File: src/rtl/rv_isa_pkg.sv
// ============================================================================
// rv_isa_pkg : RV32I format classes, opcodes and encoder state codes
// Rev 1.0
// ============================================================================
`default_nettype none

package rv_isa_pkg;

  localparam logic [3:0] FMT_R      = 4'd0;
  localparam logic [3:0] FMT_I_ALU  = 4'd1;
  localparam logic [3:0] FMT_LOAD   = 4'd2;
  localparam logic [3:0] FMT_STORE  = 4'd3;
  localparam logic [3:0] FMT_BRANCH = 4'd4;
  localparam logic [3:0] FMT_JAL    = 4'd5;
  localparam logic [3:0] FMT_JALR   = 4'd6;
  localparam logic [3:0] FMT_LUI    = 4'd7;
  localparam logic [3:0] FMT_AUIPC  = 4'd8;

  // Opcodes shared with the single-cycle core's control decoder
  localparam logic [6:0] OP_R      = 7'b0110011;
  localparam logic [6:0] OP_I_ALU  = 7'b0010011;
  localparam logic [6:0] OP_LOAD   = 7'b0000011;
  localparam logic [6:0] OP_STORE  = 7'b0100011;
  localparam logic [6:0] OP_BRANCH = 7'b1100011;
  localparam logic [6:0] OP_JAL    = 7'b1101111;
  localparam logic [6:0] OP_JALR   = 7'b1100111;
  localparam logic [6:0] OP_LUI    = 7'b0110111;
  localparam logic [6:0] OP_AUIPC  = 7'b0010111;

  localparam logic [6:0] FUNCT7_ALT = 7'b0100000;

  localparam logic [1:0] ST_IDLE = 2'd0;
  localparam logic [1:0] ST_RUN  = 2'd1;
  localparam logic [1:0] ST_FULL = 2'd2;

endpackage

`default_nettype wire

File: src/rtl/instr_field_pack.sv
// ============================================================================
// instr_field_pack : combinational RV32I field bundle to 32-bit word packer
// Rev 1.0
// ============================================================================
`default_nettype none

module instr_field_pack
  import rv_isa_pkg::*;
(
  input  logic [3:0]  fmt_class,
  input  logic [2:0]  func3,
  input  logic        alt,
  input  logic [4:0]  rd,
  input  logic [4:0]  rs1,
  input  logic [4:0]  rs2,
  input  logic [31:0] imm,
  output logic [31:0] word,
  output logic        illegal,
  output logic        misaligned
);

  logic [6:0] funct7;
  logic       is_shift;

  assign funct7   = alt ? FUNCT7_ALT : 7'b0000000;
  assign is_shift = (func3 == 3'b001) || (func3 == 3'b101);

  always_comb begin
    word       = 32'd0;
    illegal    = 1'b0;
    misaligned = 1'b0;
    case (fmt_class)
      FMT_R:      word = {funct7, rs2, rs1, func3, rd, OP_R};
      FMT_I_ALU: begin
        // Shift-immediates carry funct7 above a 5-bit shamt
        if (is_shift)
          word = {funct7, imm[4:0], rs1, func3, rd, OP_I_ALU};
        else
          word = {imm[11:0], rs1, func3, rd, OP_I_ALU};
      end
      FMT_LOAD:   word = {imm[11:0], rs1, func3, rd, OP_LOAD};
      FMT_STORE:  word = {imm[11:5], rs2, rs1, func3, imm[4:0], OP_STORE};
      FMT_BRANCH: begin
        word       = {imm[12], imm[10:5], rs2, rs1, func3, imm[4:1], imm[11], OP_BRANCH};
        misaligned = imm[0];
      end
      FMT_JAL: begin
        word       = {imm[20], imm[10:1], imm[11], imm[19:12], rd, OP_JAL};
        misaligned = imm[0];
      end
      FMT_JALR:   word = {imm[11:0], rs1, 3'b000, rd, OP_JALR};
      FMT_LUI:    word = {imm[31:12], rd, OP_LUI};
      FMT_AUIPC:  word = {imm[31:12], rd, OP_AUIPC};
      default:    illegal = 1'b1;
    endcase
  end

endmodule

`default_nettype wire

File: src/rtl/instr_encoder.sv
// ============================================================================
// instr_encoder : streaming RV32I encoder writing words into instruction memory
// Rev 1.0
// ============================================================================
`default_nettype none

module instr_encoder
  import rv_isa_pkg::*;
#(
  parameter int ADDR_WIDTH = 6,
  parameter int DATA_WIDTH = 32
) (
  input  logic                  clk,
  input  logic                  reset,
  input  logic                  start,
  input  logic                  finish,
  input  logic                  in_valid,
  output logic                  in_ready,
  input  logic [3:0]            fmt_class,
  input  logic [2:0]            func3,
  input  logic                  alt,
  input  logic [4:0]            rd,
  input  logic [4:0]            rs1,
  input  logic [4:0]            rs2,
  input  logic [31:0]           imm,
  output logic                  imem_we,
  output logic [ADDR_WIDTH-1:0] imem_addr,
  output logic [DATA_WIDTH-1:0] imem_wdata,
  output logic [ADDR_WIDTH:0]   count,
  output logic                  busy,
  output logic                  err_illegal,
  output logic                  err_align
);

  localparam logic [ADDR_WIDTH:0]   DEPTH_CNT = {1'b1, {ADDR_WIDTH{1'b0}}};
  localparam logic [ADDR_WIDTH-1:0] LAST_ADDR = {ADDR_WIDTH{1'b1}};
  localparam logic [ADDR_WIDTH:0]   CNT_ONE   = 1;
  localparam logic [ADDR_WIDTH-1:0] ADDR_ONE  = 1;

  logic [1:0]          state;
  logic [1:0]          state_nx;
  logic [ADDR_WIDTH:0] accepted;
  logic                drain;
  logic [31:0]         packed_word;
  logic                pack_illegal;
  logic                pack_misaligned;
  logic                transfer;
  logic                legal_xfer;
  logic                arm;
  logic                last_write;

  instr_field_pack u_pack (
    .fmt_class  (fmt_class),
    .func3      (func3),
    .alt        (alt),
    .rd         (rd),
    .rs1        (rs1),
    .rs2        (rs2),
    .imm        (imm),
    .word       (packed_word),
    .illegal    (pack_illegal),
    .misaligned (pack_misaligned)
  );

  assign transfer   = in_valid & in_ready;
  assign legal_xfer = transfer & ~pack_illegal;
  assign arm        = start & ((state == ST_IDLE) | (state == ST_FULL));
  assign last_write = imem_we & (imem_addr == LAST_ADDR);

  always_ff @(posedge clk or negedge reset) begin
    if (!reset) state <= ST_IDLE;
    else        state <= state_nx;
  end

  // A finish that lands on an in-flight write lets that write retire first
  always_comb begin
    state_nx = state;
    case (state)
      ST_IDLE: if (start) state_nx = ST_RUN;
      ST_RUN: begin
        if (drain)                    state_nx = ST_IDLE;
        else if (finish && !imem_we)  state_nx = ST_IDLE;
        else if (last_write)          state_nx = ST_FULL;
      end
      ST_FULL: begin
        if (start)                    state_nx = ST_RUN;
        else if (finish || drain)     state_nx = ST_IDLE;
      end
      default:                        state_nx = ST_IDLE;
    endcase
  end

  always_comb begin
    busy     = (state == ST_RUN);
    in_ready = (state == ST_RUN) & ~finish & ~drain & (accepted < DEPTH_CNT);
  end

  always_ff @(posedge clk or negedge reset) begin
    if (!reset) begin
      drain       <= 1'b0;
      imem_we     <= 1'b0;
      imem_addr   <= '0;
      imem_wdata  <= '0;
      count       <= '0;
      accepted    <= '0;
      err_illegal <= 1'b0;
      err_align   <= 1'b0;
    end else begin
      drain   <= (state == ST_RUN) & finish & imem_we & ~drain;
      imem_we <= legal_xfer;
      if (legal_xfer) imem_wdata <= packed_word;
      if (arm) begin
        imem_addr   <= '0;
        count       <= '0;
        accepted    <= '0;
        err_illegal <= 1'b0;
        err_align   <= 1'b0;
      end else begin
        // Pointer parks on the last word; the accept limit keeps it from wrapping
        if (imem_we) begin
          if (imem_addr != LAST_ADDR) imem_addr <= imem_addr + ADDR_ONE;
          if (count != DEPTH_CNT)     count     <= count + CNT_ONE;
        end
        if (legal_xfer)                  accepted    <= accepted + CNT_ONE;
        if (transfer && pack_illegal)    err_illegal <= 1'b1;
        if (transfer && pack_misaligned) err_align   <= 1'b1;
      end
    end
  end

endmodule

`default_nettype wire

File: config.mk
export PLATFORM = sky130hd
export DESIGN_NAME = instr_encoder
export DESIGN_NICKNAME = d
export VERILOG_FILES = /design/src/rtl/rv_isa_pkg.sv /design/src/rtl/instr_field_pack.sv /design/src/rtl/instr_encoder.sv
export SDC_FILE = /design/constraint.sdc
export NUM_CORES = 1
export LEC_CHECK = 0
export BUFFER_PORTS_ARGS = -buffer_cell sky130_fd_sc_hd__buf_2
export CAP_MARGIN = 30
export CORE_AREA = 2 2 79 81
export CTS_CLUSTER_DIAMETER = 80
export CTS_CLUSTER_SIZE = 10
export DETAILED_ROUTE_END_ITERATION = 10
export DIE_AREA = 0 0 81 83
export PLACE_DENSITY_LB_ADDON = 0.15
export REMOVE_ABC_BUFFERS = 1
export SYNTH_ARGS = -nofsm -noshare
export SYNTH_HDL_FRONTEND = slang
export SYNTH_SLANG_ARGS = --single-unit
export TNS_END_PERCENT = 20
File: constraint.sdc
create_clock -name clk -period 4.2 [get_ports clk]
set_clock_uncertainty 0.1 [all_clocks]
set_input_delay 0.42 -clock clk [delete_from_list [all_inputs] [get_ports clk]]
set_output_delay 0.42 -clock clk [all_outputs]
set_load 0.02 [all_outputs]
== Word level (Yosys, flattened, before mapping) ==
Index checks and enable logic that the tools add are counted.

* Register bits: 58
* Bits of input ports: 60
* Output and inout port bits: 50
* Word-level logic and storage cells: 87

* Add/subtract/negate cells: 3
* Magnitude comparators: 1
* Equal/unequal tests: 18
* Mux-type cells: 24
* Bitwise gates (word level): 13
* Reductions and logical operators: 19

{| class="wikitable"
|+ Operators with widths
! kind !! count
|-
| 32-bit case mux with 9 select lines || 1
|-
| 7-bit 2-to-1 mux || 5
|-
| 32-bit 2-to-1 mux || 1
|-
| 6-bit 2-to-1 mux || 4
|-
| 4-bit by 3-bit equality test with 1-bit output (second input constant) || 4
|-
| 7-bit by 1-bit adder with 7-bit output (second input constant) || 2
|-
| 2-bit 2-to-1 mux || 6
|-
| 2-bit nonzero test || 6
|-
| 1-bit bitwise AND || 10
|-
| 9-bit OR reduction || 1
|-
| 4-bit by 2-bit equality test with 1-bit output (second input constant) || 2
|-
| 7-bit < comparator (second input constant) || 1
|-
| 7-bit inequality test (second input constant) || 1
|-
| 6-bit by 1-bit adder with 6-bit output (second input constant) || 1
|-
| 6-bit equality test (second input constant) || 1
|-
| 1-bit 2-to-1 mux || 6
|-
| 6-bit inequality test (second input constant) || 1
|-
| 2-bit case mux with 3 select lines || 1
|-
| 4-bit by 1-bit equality test with 1-bit output (second input constant) || 1
|-
| 4-bit equality test (second input constant) || 1
|-
| 4-bit logical NOT || 1
|-
| 4-bit by 1-bit inequality test with 1-bit output (second input constant) || 1
|-
| 2-bit AND reduction || 2
|-
| 3-bit by 1-bit equality test with 1-bit output (second input constant) || 1
|-
| other kinds (13) || 17
|}

== Depth between registers and ports, before layout ==
* Depth after elaboration: 8
* Gate-level depth with buffers: 7
* Gate-level depth less buffers: 5

== Modules after synthesis ==
Synthesis repeated with hierarchy kept, for this count alone.

* Cell total of the unflattened synthesis: 351
* Area total of the unflattened synthesis: 3507.1 um^2

{| class="wikitable"
|+ By module, submodules not included
! module !! instances !! cells each !! area each (um^2) !! seq. area each (um^2)
|-
| instr_encoder || 1 || 206 || 2553.7 || 1451.4
|-
| instr_field_pack || 1 || 145 || 953.4 || 0.0
|}

== Worst setup path before layout ==
No wires, ideal clock.

* Path kind: reg2out
* Start: reg state[1]
* End: out in_ready
* Arrival time: 1.286 ns
* Data required time: 3.680 ns
* Setup slack: 2.394 ns
* Cell stages (with the launch flop): 3
* Path buffers: 0
* Cell sequence: dfrtp_1 -> nor3b_4 -> nor3b_1

* Cells in the longest elaborated chain, start to end: 4

{| class="wikitable"
|+ Ends and longest elaborated chain
! item !! RTL line !! source
|-
| start, declared || instr_encoder.sv:40 || <nowiki>logic [1:0] state;</nowiki>
|-
| start signal, assigned || instr_encoder.sv:72 || <nowiki>else state <= state_nx;</nowiki>
|-
| 2-bit by 1-bit equality test with 1-bit output || instr_encoder.sv:95 || <nowiki>in_ready = (state == ST_RUN) & ~finish & ~drain & (accepted < DEPTH_CNT);</nowiki>
|-
| 1-bit bitwise AND (3 in series) || instr_encoder.sv:95 ||
|-
| end, declared || instr_encoder.sv:18 || <nowiki>output logic in_ready,</nowiki>
|}

No other way between the ends.

== Worst setup path after layout ==
* Start: reg state[1]
* End: reg imem_wdata[7]

* Cells in the longest elaborated chain, start to end: 6

{| class="wikitable"
|+ Ends and longest elaborated chain
! item !! RTL line !! source
|-
| 2-bit by 1-bit equality test with 1-bit output || instr_encoder.sv:95 ||
|-
| 1-bit bitwise AND (3 in series) || instr_encoder.sv:95 ||
|-
| 1-bit bitwise AND || instr_encoder.sv:65 || <nowiki>assign transfer = in_valid & in_ready;</nowiki>
|-
| 1-bit bitwise AND || instr_encoder.sv:66 || <nowiki>assign legal_xfer = transfer & ~pack_illegal;</nowiki>
|-
| end signal, assigned || instr_encoder.sv:111 || <nowiki>if (legal_xfer) imem_wdata <= packed_word;</nowiki>
|-
| end, declared || instr_encoder.sv:28 || <nowiki>output logic [DATA_WIDTH-1:0] imem_wdata,</nowiki>
|}

No other way between the ends.
A chain may end at the register's enable or synchronous reset.

==> metrics.yaml <==
routedWlPerCell_um: 15.5
dr.first_iter.drc_count: 146
final_common_cell: "buf_2"
syn_area_per_cell_um2: 9.41
die_h_um: 83
setup_tns_ns: 0
p_leak_nw: 1.86
rsz0062_at_grt: "false"
worst-setup-path-type: "reg2reg"
core_area_um2: 5820
drive_above_1_share: 0.319
placed_area_um2: 3600
worstSetupStartpointType: "register"
grt_pass1_vias: 2669
post-cts-setup-buffer-count: 0
dp_hpwl_mm: 5.63
setup_violations: 0
synth_cell_types: 55
p_comb_frac: 0.321
required_ns: 4.32
period_minus_slack_ns: 2.67
switching_share: 0.363
cts.sink_count: 57
netlist_area_um2: 3050
period_share: 0.635
whs_ns: 0.115
clock_path_buffers: 2
dp_slack_ns: 1.31
grt_max_degree: 58
cts_buffers: 9
postCtsHoldBufs: 0
gp_congestion: 0.797
end_kind: "register"
max_slew_margin: 0.437
row_count: 28
die_x_um: 81
setup_ws_ns: 1.53
io_buffer_count: 109
diodes: 0
cts_tree: "yes"
dieArea_um2: 6720
ys_seq_area_frac: 0.468
netlist_instances: 324
via_per_inst: 5.61
ys.flop_type: "dfrtp_1"
ys_ff_latch: 57
grt.total_usage: 0.240
antenna_found_initial: 0
final_antenna_net_count: 0
timing.fmax_ghz: 0.375
p_sw_mw: 0.678
io_pins: 110
pwr-share-seq: 0.406
max-vdd-ir-drop_mv: 0.214
cts_resized: 0
first_pass_iters: 4
final_cell_mix: "buf_2, dfrtp_1, nor2_1, a21oi_1, nand2_1"
num_vias: 2832
start_util: 0.524
root_buffer: "clkbuf_8"
h-tree-depth: 3
drv_cap: 0
async_flop_share: 1.00
hold_viol: 0
clk_latency_ns: 0.34
clockPowerShare: 0.273
internal-power_mw: 1.19
outcome: "completed"
rr_worst_depth: 5
tightest_slew_ns: 0.840
nets: 489
crit_arrival_ns: 2.79
wirelength_mm: 7.82
drc: 0
grt.overflow.total: 0
post-route-cell-area_um2: 3790
nFillCells: 537
grt_pass1_wl_mm: 12.7
syn_to_final_growth_pct: 24.4
synth_edf_count: 0
hp-class: "in2async"
crit_path_max_fanout: 33
clk_pin_slew_ns: 0.06
finalMaxSlewViolations: 0
pwr_density_cell_nw_per_um2: 493
synth_warnings: 0
[sequential cells by signal, summed over array words and instances, names as in the netlist]
| register | cells |
|---|---|
| count | 7 |
| imem_wdata | 31 |
| err_align | 1 |
| accepted | 7 |
| drain | 1 |
| imem_addr | 6 |
| state | 2 |
| imem_we | 1 |
| err_illegal | 1 |
[cell families after synthesis]
logic type / after synthesis / share of synthesized area
XOR/XNOR: 10 / 0.0287
adder cells (fa/ha/maj): 4 / 0.0164
AO/OA/AOI/OAI: 101 / 0.226
AND/OR/NAND/NOR: 115 / 0.185
buffers and inverters: 27 / 0.0423
multiplexers: 10 / 0.0333
flip-flops: 57 / 0.468
[critical path, cell delays in order, from the launching register on]
cell and delay, ns:
dfrtp_1 0.42, nor3b_4 0.39, nand3_2 0.58, inv_2 0.67, o21ai_0 0.19, o22a_1 0.19
[metrics by stage]
stage / utilization / power, mW / instances
3_3_place_gp: 0.618 / 1.36 / 489
2_1_floorplan: - / 1.13 / 303
6_report: 0.652 / 1.87 / 505
3_5_place_dp: 0.618 / 1.37 / 489
5_1_grt: 0.652 / 1.97 / 505
4_1_cts: 0.652 / 1.88 / 505
[routing by layer]
| metal | routed length (um) | up-vias | GRT usage |
|---|---|---|---|
| met5 | 0 | - | 0 |
| met3 | 509 | 11 | 0.0489 |
| met1 | 3320 | 1328 | 0.313 |
| met2 | 3870 | 105 | 0.397 |
| met4 | 122 | 0 | 0.0801 |
| li1 | - | 1388 | - |
[final cells by class]
type,count,area (um^2),share of cell area
clock inverter,5,53.8,0.0142
clock buffer,11,141,0.0373
inverter,6,22.5,0.00594
sequential,57,1430,0.376
multi-input combinational,240,1490,0.394
timing repair buffer,111,561,0.148
tap,75,93.8,0.0248
[path summary, 6_finish.rpt]
check / to / slack (ns) / from
min in group clk: imem_wdata[17]$_DFFE_PN0P_ / 0.24 / imm[17]
max in group asynchronous: imem_we$_DFF_PN0_ / 3.40 / reset
hold reg to reg: imem_wdata[3]$_DFFE_PN0P_ / 0.37 / imem_wdata[3]$_DFFE_PN0P_
setup / recovery: imem_wdata[7]$_DFFE_PN0P_ / 1.53 / state[1]$_DFFE_PN0P_
setup reg to reg: imem_wdata[7]$_DFFE_PN0P_ / 1.53 / state[1]$_DFFE_PN0P_
hold / removal: imem_wdata[10]$_DFFE_PN0P_ / 0.11 / reset
[power groups by stage]
stage / Sequential, mW / Clock, mW / Combinational (mW)
6_report: 0.759 / 0.509 / 0.599
5_1_grt: 0.773 / 0.543 / 0.657
4_1_cts: 0.759 / 0.518 / 0.606
3_5_place_dp: 0.769 / 0 / 0.604
3_3_place_gp: 0.765 / 0 / 0.591
2_1_floorplan: 0.927 / 0 / 0.198
[Yosys cell counts (all sizes together) (6+ instances only)]
cell     n  area share
a31oi   11       0.023
nor2b    9       0.018
o21ai   16       0.026
dfrtp   57        0.47
clkbuf   8      0.0099
mux2i    9       0.030
nor2    53       0.065
a21oi   30       0.049
inv      6      0.0074
buf     13       0.025
a221oi  12       0.034
xor2     7       0.020
nand2   19       0.023
Note: power is estimated with default switching activity, not from simulation.
